$ cat src/rtl/aux_input_conditioner_pkg.sv
// Shared encodings and clock-rate helpers for the board-input conditioner.
package aux_input_conditioner_pkg;

  localparam int unsigned CLK_KHZ = 100_000;

  localparam logic [1:0] RES_IDLE        = 2'd0;
  localparam logic [1:0] RES_PRESS_CHK   = 2'd1;
  localparam logic [1:0] RES_PRESSED     = 2'd2;
  localparam logic [1:0] RES_RELEASE_CHK = 2'd3;

  localparam logic [0:0] SW_IDLE = 1'b0;
  localparam logic [0:0] SW_CHK  = 1'b1;

  // Number of core-clock cycles in the given number of milliseconds.
  function automatic int debounce_cycles(input int ms);
    return int'(CLK_KHZ) * ms;
  endfunction

endpackage

$ cat src/rtl/aux_sync_chain.sv
// Multi-flop synchroniser for a bus of independent asynchronous levels.
module aux_sync_chain #(
  parameter int Width  = 1,
  parameter int Stages = 2
) (
  input  logic             clk,
  input  logic             rst,
  input  logic [Width-1:0] din,
  output logic [Width-1:0] dout
);

  logic [Width-1:0] chain_q [Stages];
  logic [Width-1:0] chain_d [Stages];

  always_comb begin
    chain_d[0] = din;
    for (int i = 1; i < Stages; i++) chain_d[i] = chain_q[i-1];
  end

  always_ff @(posedge clk) begin
    if (rst) begin
      for (int i = 0; i < Stages; i++) chain_q[i] <= '0;
    end else begin
      for (int i = 0; i < Stages; i++) chain_q[i] <= chain_d[i];
    end
  end

  assign dout = chain_q[Stages-1];

endmodule

$ cat src/rtl/aux_input_conditioner.sv
// Synchronises and debounces the slide switches and the resume button.
module aux_input_conditioner
  import aux_input_conditioner_pkg::*;
#(
  parameter int SwtWidth    = 16,
  parameter int SyncStages  = 2,
  parameter int DebounceCnt = debounce_cycles(10)
) (
  input  logic                clk,
  input  logic                rst,
  input  logic [SwtWidth-1:0] swt_raw,
  input  logic                resume_raw,
  output logic [SwtWidth-1:0] swt,
  output logic                swt_changed,
  output logic                resume_held,
  output logic                resume_pulse
);

  localparam int CW = $clog2(DebounceCnt + 1);
  localparam logic [CW-1:0] CNT_LAST = CW'(DebounceCnt - 1);
  localparam logic [CW-1:0] CNT_ONE  = CW'(1);

  logic [SwtWidth-1:0] swt_s;
  logic                res_s;

  aux_sync_chain #(.Width(SwtWidth), .Stages(SyncStages)) u_swt_sync (
    .clk(clk), .rst(rst), .din(swt_raw), .dout(swt_s)
  );

  aux_sync_chain #(.Width(1), .Stages(SyncStages)) u_res_sync (
    .clk(clk), .rst(rst), .din(resume_raw), .dout(res_s)
  );

  logic [0:0]          sw_state_q, sw_state_d;
  logic [SwtWidth-1:0] sw_cand_q, sw_cand_d;
  logic [CW-1:0]       sw_cnt_q, sw_cnt_d;
  logic [SwtWidth-1:0] swt_q, swt_d;
  logic                swt_changed_q, swt_changed_d;

  // Whole bus is one value: any new pattern restarts the stability count.
  always_comb begin
    sw_state_d    = sw_state_q;
    sw_cand_d     = sw_cand_q;
    sw_cnt_d      = sw_cnt_q;
    swt_d         = swt_q;
    swt_changed_d = 1'b0;
    case (sw_state_q)
      SW_IDLE: begin
        if (swt_s != swt_q) begin
          sw_cand_d  = swt_s;
          sw_cnt_d   = '0;
          sw_state_d = SW_CHK;
        end
      end
      default: begin
        if (swt_s == sw_cand_q) begin
          if (sw_cnt_q == CNT_LAST) begin
            swt_d         = sw_cand_q;
            swt_changed_d = 1'b1;
            sw_state_d    = SW_IDLE;
          end else begin
            sw_cnt_d = sw_cnt_q + CNT_ONE;
          end
        end else if (swt_s != swt_q) begin
          sw_cand_d = swt_s;
          sw_cnt_d  = '0;
        end else begin
          sw_state_d = SW_IDLE;
        end
      end
    endcase
  end

  logic [1:0]    res_state_q, res_state_d;
  logic [CW-1:0] res_cnt_q, res_cnt_d;
  logic          resume_held_q, resume_held_d;
  logic          resume_pulse_q, resume_pulse_d;

  always_comb begin
    res_state_d    = res_state_q;
    res_cnt_d      = res_cnt_q;
    resume_held_d  = resume_held_q;
    resume_pulse_d = 1'b0;
    case (res_state_q)
      RES_IDLE: begin
        if (res_s) begin
          res_cnt_d   = '0;
          res_state_d = RES_PRESS_CHK;
        end
      end
      RES_PRESS_CHK: begin
        if (!res_s) begin
          res_state_d = RES_IDLE;
        end else if (res_cnt_q == CNT_LAST) begin
          res_state_d    = RES_PRESSED;
          resume_held_d  = 1'b1;
          resume_pulse_d = 1'b1;
        end else begin
          res_cnt_d = res_cnt_q + CNT_ONE;
        end
      end
      RES_PRESSED: begin
        if (!res_s) begin
          res_cnt_d   = '0;
          res_state_d = RES_RELEASE_CHK;
        end
      end
      default: begin
        // A bounce during release returns to PRESSED without re-pulsing.
        if (res_s) begin
          res_state_d = RES_PRESSED;
        end else if (res_cnt_q == CNT_LAST) begin
          res_state_d   = RES_IDLE;
          resume_held_d = 1'b0;
        end else begin
          res_cnt_d = res_cnt_q + CNT_ONE;
        end
      end
    endcase
  end

  always_ff @(posedge clk) begin
    if (rst) begin
      sw_state_q     <= SW_IDLE;
      sw_cand_q      <= '0;
      sw_cnt_q       <= '0;
      swt_q          <= '0;
      swt_changed_q  <= 1'b0;
      res_state_q    <= RES_IDLE;
      res_cnt_q      <= '0;
      resume_held_q  <= 1'b0;
      resume_pulse_q <= 1'b0;
    end else begin
      sw_state_q     <= sw_state_d;
      sw_cand_q      <= sw_cand_d;
      sw_cnt_q       <= sw_cnt_d;
      swt_q          <= swt_d;
      swt_changed_q  <= swt_changed_d;
      res_state_q    <= res_state_d;
      res_cnt_q      <= res_cnt_d;
      resume_held_q  <= resume_held_d;
      resume_pulse_q <= resume_pulse_d;
    end
  end

  assign swt          = swt_q;
  assign swt_changed  = swt_changed_q;
  assign resume_held  = resume_held_q;
  assign resume_pulse = resume_pulse_q;

endmodule

$ cat config.mk
export PLATFORM = sky130hd
export DESIGN_NAME = aux_input_conditioner
export DESIGN_NICKNAME = d
export VERILOG_FILES = /design/src/rtl/aux_input_conditioner_pkg.sv /design/src/rtl/aux_sync_chain.sv /design/src/rtl/aux_input_conditioner.sv
export SDC_FILE = /design/constraint.sdc
export NUM_CORES = 1
export LEC_CHECK = 0
export BUFFER_PORTS_ARGS = -buffer_cell sky130_fd_sc_hd__buf_2
export CELL_PAD_IN_SITES_DETAIL_PLACEMENT = 0
export CELL_PAD_IN_SITES_GLOBAL_PLACEMENT = 2
export CORE_ASPECT_RATIO = 1.2
export CORE_MARGIN = 1
export CORE_UTILIZATION = 40
export DETAILED_ROUTE_END_ITERATION = 8
export GPL_ROUTABILITY_DRIVEN = 0
export PLACE_DENSITY_LB_ADDON = 0.1
export SYNTH_ARGS = -nofsm -noshare
export SYNTH_HDL_FRONTEND = slang
export SYNTH_SLANG_ARGS = --single-unit
$ cat constraint.sdc
create_clock -name clk -period 3.4 [get_ports clk]
set_input_delay 0 -clock clk [delete_from_list [all_inputs] [get_ports clk]]
set_output_delay 0 -clock clk [all_outputs]
set_load 0.02 [all_outputs]
* Yosys cells after proc, flatten, opt, wreduce, memory -nomap -nowiden
Memories as Yosys holds them, arrays and structs flattened.
Index checks and enable logic that the tools add are counted.
W data, S select, Z words.
** Operators by class
- Add/subtract/negate cells :: 2
- Eq/ne operators :: 14
- Multiplexer cells :: 38
- Bitwise gates (word level) :: 9
- Reductions and logical operators :: 9
** Operators by type and width (count)
- $mux W20 :: 9
- $mux W16 :: 5
- $pmux W20 S3 :: 1
- $add A20 B1 Y20 const B :: 2
- $eq A20 B20 Y1 const B :: 2
- $eq A16 B16 Y1 :: 1
- $ne A16 B16 Y1 :: 1
- $mux W1 :: 15
- $mux W2 :: 6
- $reduce_and A4 Y1 :: 3
- $ne A2 B2 Y1 const B :: 4
- $ne A3 B3 Y1 const B :: 2
- $pmux W2 S3 :: 1
- $reduce_or A3 Y1 :: 2
- $not A1 Y1 :: 5
- $or A1 B1 Y1 :: 4
- $reduce_bool A4 Y1 :: 1
- $ne A3 B1 Y1 const B :: 1
- $reduce_and A3 Y1 :: 1
- $eq A2 B1 Y1 const B :: 1
- $eq A2 B2 Y1 const B :: 1
- $logic_not A2 Y1 :: 1
- $ne A2 B1 Y1 const B :: 1
- $pmux W1 S2 :: 1
- $reduce_or A2 Y1 :: 1
** Storage, ports and cells
- Register bits after elaboration :: 78
- Bits in writable memories :: 34
- Input bits :: 19
- Word-level logic and storage cells :: 83
- Memories :: 2
** Memory list
- u_swt_sync.chain_q :: words 2, width 16, read ports 2, clocked after Yosys merged registers in 0, write ports 2, line aux_sync_chain.sv:12 : logic [Width-1:0] chain_q [Stages];
- u_res_sync.chain_q :: words 2, width 1, read ports 2, clocked after Yosys merged registers in 0, write ports 2, line aux_sync_chain.sv:12

* Logic depth before layout (Yosys ltp)
- Depth in word-level cells :: 4
- Mapped depth :: 9
- Mapped depth without buffers :: 7

* Hierarchy
Synthesis repeated with hierarchy kept, for this count alone.
** Second synthesis, totals
- Cells, all modules :: 516
- Area, all modules :: 4785.8 µm²
** Modules (own cells, without submodules)
- aux_input_conditioner :: instances 1, cells an instance 445, area each 3870.0 µm²
- aux_sync_chain (u_swt_sync) :: instances 1, cells an instance 67, area each 863.3 µm²
- aux_sync_chain (u_res_sync) :: instances 1, cells an instance 4, area each 52.6 µm²

* Least setup slack after synthesis
No wires, ideal clock.
- Kind :: register -> register
- From :: register sw_cnt_q[0]
- To :: register swt_q[1] (netlist: swt[1])
- Library setup time :: 128 ps
- Data arrival time :: 2039 ps
- Data required time :: 3272 ps
- Setup slack :: 1234 ps
- Cell stages (with the launch flop) :: 10
- Path through :: dfxtp_1 -> ha_1 -> and4_1 -> nand2_1 -> nor3_1 -> and3_1 -> buf_2 -> buf_2 -> mux2i_1 -> nor2_1
** Between the ends
- Longest elaborated chain between the ends :: 2
** Ends and longest elaborated chain
- from (decl) :: line aux_input_conditioner.sv:36 : logic [CW-1:0] sw_cnt_q, sw_cnt_d;
- from (signal assigned) :: line aux_input_conditioner.sv:136 : sw_cnt_q <= sw_cnt_d;
- $eq A20 B20 Y1 :: line aux_input_conditioner.sv:57 : if (sw_cnt_q == CNT_LAST) begin
- $reduce_and A3 Y1 (no line)
- to (signal assigned) :: line aux_input_conditioner.sv:137 : swt_q <= swt_d;
- to (decl) :: line aux_input_conditioner.sv:37 : logic [SwtWidth-1:0] swt_q, swt_d;
Every way passes these cells.
A chain may end at the register's enable or synchronous reset.

==> metrics.md <==
| Metric | Value |
|---|---|
| CP required | 3.62 ns |
| CTS Sinks | 112 |
| Top cell type's share of synthesized area | 46.8% |
| Area growth, synth to finish | 16.3% |
| Total CTS buffers | 9 |
| Final setup fails | 0 |
| Pin count of the biggest net entering global routing | 78 |
| Pwr Density | 458 mW/mm2 |
| Worst Hold Class | primary input to flip-flop |
| First-pass GRT wire length | 17500 um |
| DRT antenna net count | 0 |
| Period utilisation layout | 75.7% |
| Sequential share of the synthesized area | 46.8% |
| Synth area leader | dfxtp_1 |
| Core area | 0.0116 mm2 |
| Ant diodes | 0 |
| Initial antenna violation count | 0 |
| Routed WL per cell | 14.3 um |
| Max FO, Critical Path | 14 |
| Initial DRC Count | 136 |
| EDFF count, synth | 0 |
| DR vias | 3740 |
| P_leak | 0.00197 uW |
| Met3 GRT Util | 5.28% |
| Main synth FF type | dfxtp_1 |
| Outcome | completed |
| Root buf cell | clkbuf_16 |
| Actual slew at the worst max-slew pin | 0.816 ns |
| Max-Cap Viols | 0 |
| Top-count cell post-synth | dfxtp_1 |
| Worst-path clk slew | 0.07 ns |
| Normalized max-slew margin | 45.6% |
| RR Startpoint | u_swt_sync.chain_q[0][23] |
| Initial core utilization | 41.2% |
| Overflow after GRT | 0 |
| Critical path type | flip-flop to flip-flop |
| Gr usage total | 18.5% |
| Most frequent cells after synthesis | dfxtp_1 (112), nor2_1 (58), nor2b_1 (34) |
| Post-detail-place hpwl | 6990 um |
| Fillers | 1113 |
| Nets@finish | 589 |
| GRT Max-Usage Layer | met2 |
| Maximum vdd drop | 0.305 mV |
| Synth Area per Inst | 9.21 um2 |
| Setup_tns | 0 ns |
| Die Footprint | 0.0124 mm2 |
| Critical Path Start | u_swt_sync.chain_q[0][23] |
| Vias in the first global route | 3633 |
| DRC errors left | 0 |
| Final wirelength | 10400 um |
| IO Count | 38 |
| IO Port Bufs | 37 |
| Yosys warns | 0 |
| Non-Filler Instances | 730 |
| Crit. End Element | flip-flop |
| Data arrival, critical path | 2.79 ns |
| Final Slew Violations | 0 |
| Post-Syn Instances | 520 |
| Final hold viol count | 0 |
| TritonRoute pass-1 iters | 4 |
| Clk Latency, worst-skew pair | 0.36 ns |
| Worst hold start | rst |
| Die width | 102 um |
| Leading post-synthesis cells by cell area | dfxtp_1 (47%), mux2i_1 (6.7%), nor2_1 (4.5%) |
| Synth async-reset ratio | 0% |
| Distinct cell type count after synthesis | 49 |
| Die Y | 122 um |
| CTS tree | done |
| Clock Path Buffers | 2 |
| Cell Rows | 43 |
| Vias/cell | 5.12 |
| Fraction of layout cells with a size suffix above 1 | 12.2% |
| Worst Setup Start Kind | flip-flop |
| Mapped cell area | 0.00479 mm2 |
| GRT met2 Usage | 29.9% |
| Worst Skew | 0.0101 ns |
| Postcts setup bufs | 0 |
| Fin crit period | 2.57 ns |
| Fmax | 389 MHz |
| Placed Cells incl. Taps | 697 |
| Syn Nets | 541 |
| GR Layer Usage met1 | 23.4% |
| H-tree levels | 3 |
| RSZ-0062 raised after global routing | false |
| Flops & latches, synth | 112 |
cells in the final DEF, fill, tap and decap left out, drive strengths merged, types with 2 or more instances in the layout:
master / n
a211oi: 6
a21o: 2
a21oi: 31
a2bb2oi: 2
a31oi: 9
a41oi: 5
and3: 6
and4: 3
buf: 43
clkbuf: 11
dfxtp: 112
dlygate4sd3: 17
ha: 2
inv: 10
mux2i: 32
nand2: 29
nand2b: 2
nand3: 16
nand3b: 5
nand4: 11
nor2: 60
nor2b: 34
nor3: 14
nor4: 8
nor4bb: 3
o21ai: 27
o31ai: 3
or2: 2
or3: 13
or4: 8
xnor2: 19
xor2: 18
cell type report:
type / instances / area [um2] / share of cell area [%]
inverter: 6 / 22.5 / 0.405
sequential: 112 / 2240 / 40.3
tap: 157 / 196 / 3.53
multi-input combinational: 379 / 2410 / 43.3
clock buffer: 11 / 233 / 4.18
clock inverter: 5 / 46.3 / 0.832
timing repair buffer: 60 / 415 / 7.46
power by group:
part / internal [uW] / switching, uW / total (uW)
clock network: 513 / 506 / 1020
logic: 78.4 / 95.9 / 174
registers: 1340 / 18.5 / 1360
state kept, by name, indices dropped and copies added (netlist names), named ones only:
register            cells
swt                    16
res_state_q             1
sw_cnt_q               20
u_res_sync.chain_q      2
resume_held             1
res_cnt_q              20
sw_state_q              1
resume_pulse            1
swt_changed             1
u_swt_sync.chain_q     32
sw_cand_q              16
layer usage:
| metal | vias to the layer above | share of wire (%) |
|---|---|---|
| met5 | - | 0 |
| met4 | 0 | 1.5 |
| met3 | 12 | 3.4 |
| met2 | 47 | 47 |
| met1 | 1747 | 48 |
| li1 | 1934 | - |
final timing paths:
kind | depth (start not counted) | end | slack, ns
worst max register to register | 7 | sw_cand_q[15] | 0.83
worst max-delay path | 7 | sw_cand_q[15] | 0.83
worst min-delay path | 2 | swt[8] | 0.21
worst min register to register | 1 | u_swt_sync.chain_q[0][25] | 0.44
worst max-delay path, stage by stage (launching register included):
cell and delay, ns:
dfxtp_1 0.38, xnor2_1 0.14, nand4_1 0.21, or4_1 0.76
o21ai_2 0.45, buf_12 0.22, mux2i_1 0.20, nor2_1 0.06
repair_timing:
action | 4_1_cts | 5_1_grt
hold buffers | 17 | 0
endpoints found under the hold margin | 17 | 0
resized for setup | 0 | 0
per-stage QoR:
| step | instance area, um2 | util (%) | hold WS [ns] | setup slack [ns] | total power, uW |
|---|---|---|---|---|---|
| final | 5570 | 47.9 | 0.206 | 0.827 | 2550 |
| after global routing | 5570 | 47.9 | 0.248 | 0.634 | 2670 |
| after CTS | 5570 | 47.9 | 0.221 | 0.773 | 2590 |
| after detailed placement | 5120 | 44.0 | 0.212 | 0.807 | 1550 |
| after global placement | 5120 | 44.0 | 0.208 | 0.812 | 1550 |
| after floorplan | 4790 | - | 0.128 | 1.23 | 1500 |
kinds of logic (layout without fill, tap and decap cells):
family	after synthesis	after routing	synth area share [%]
buffers and inverters	29	82	2.87
and+or+nand+nor	220	220	24.9
AOI/OAI and AO/OA	88	88	11.4
adders and majority gates	2	2	0.523
DFF	112	112	46.8
muxes	32	32	6.69
xor gates and xnor gates	37	37	6.77
No activity file was read; power rests on OpenSTA's default activity.
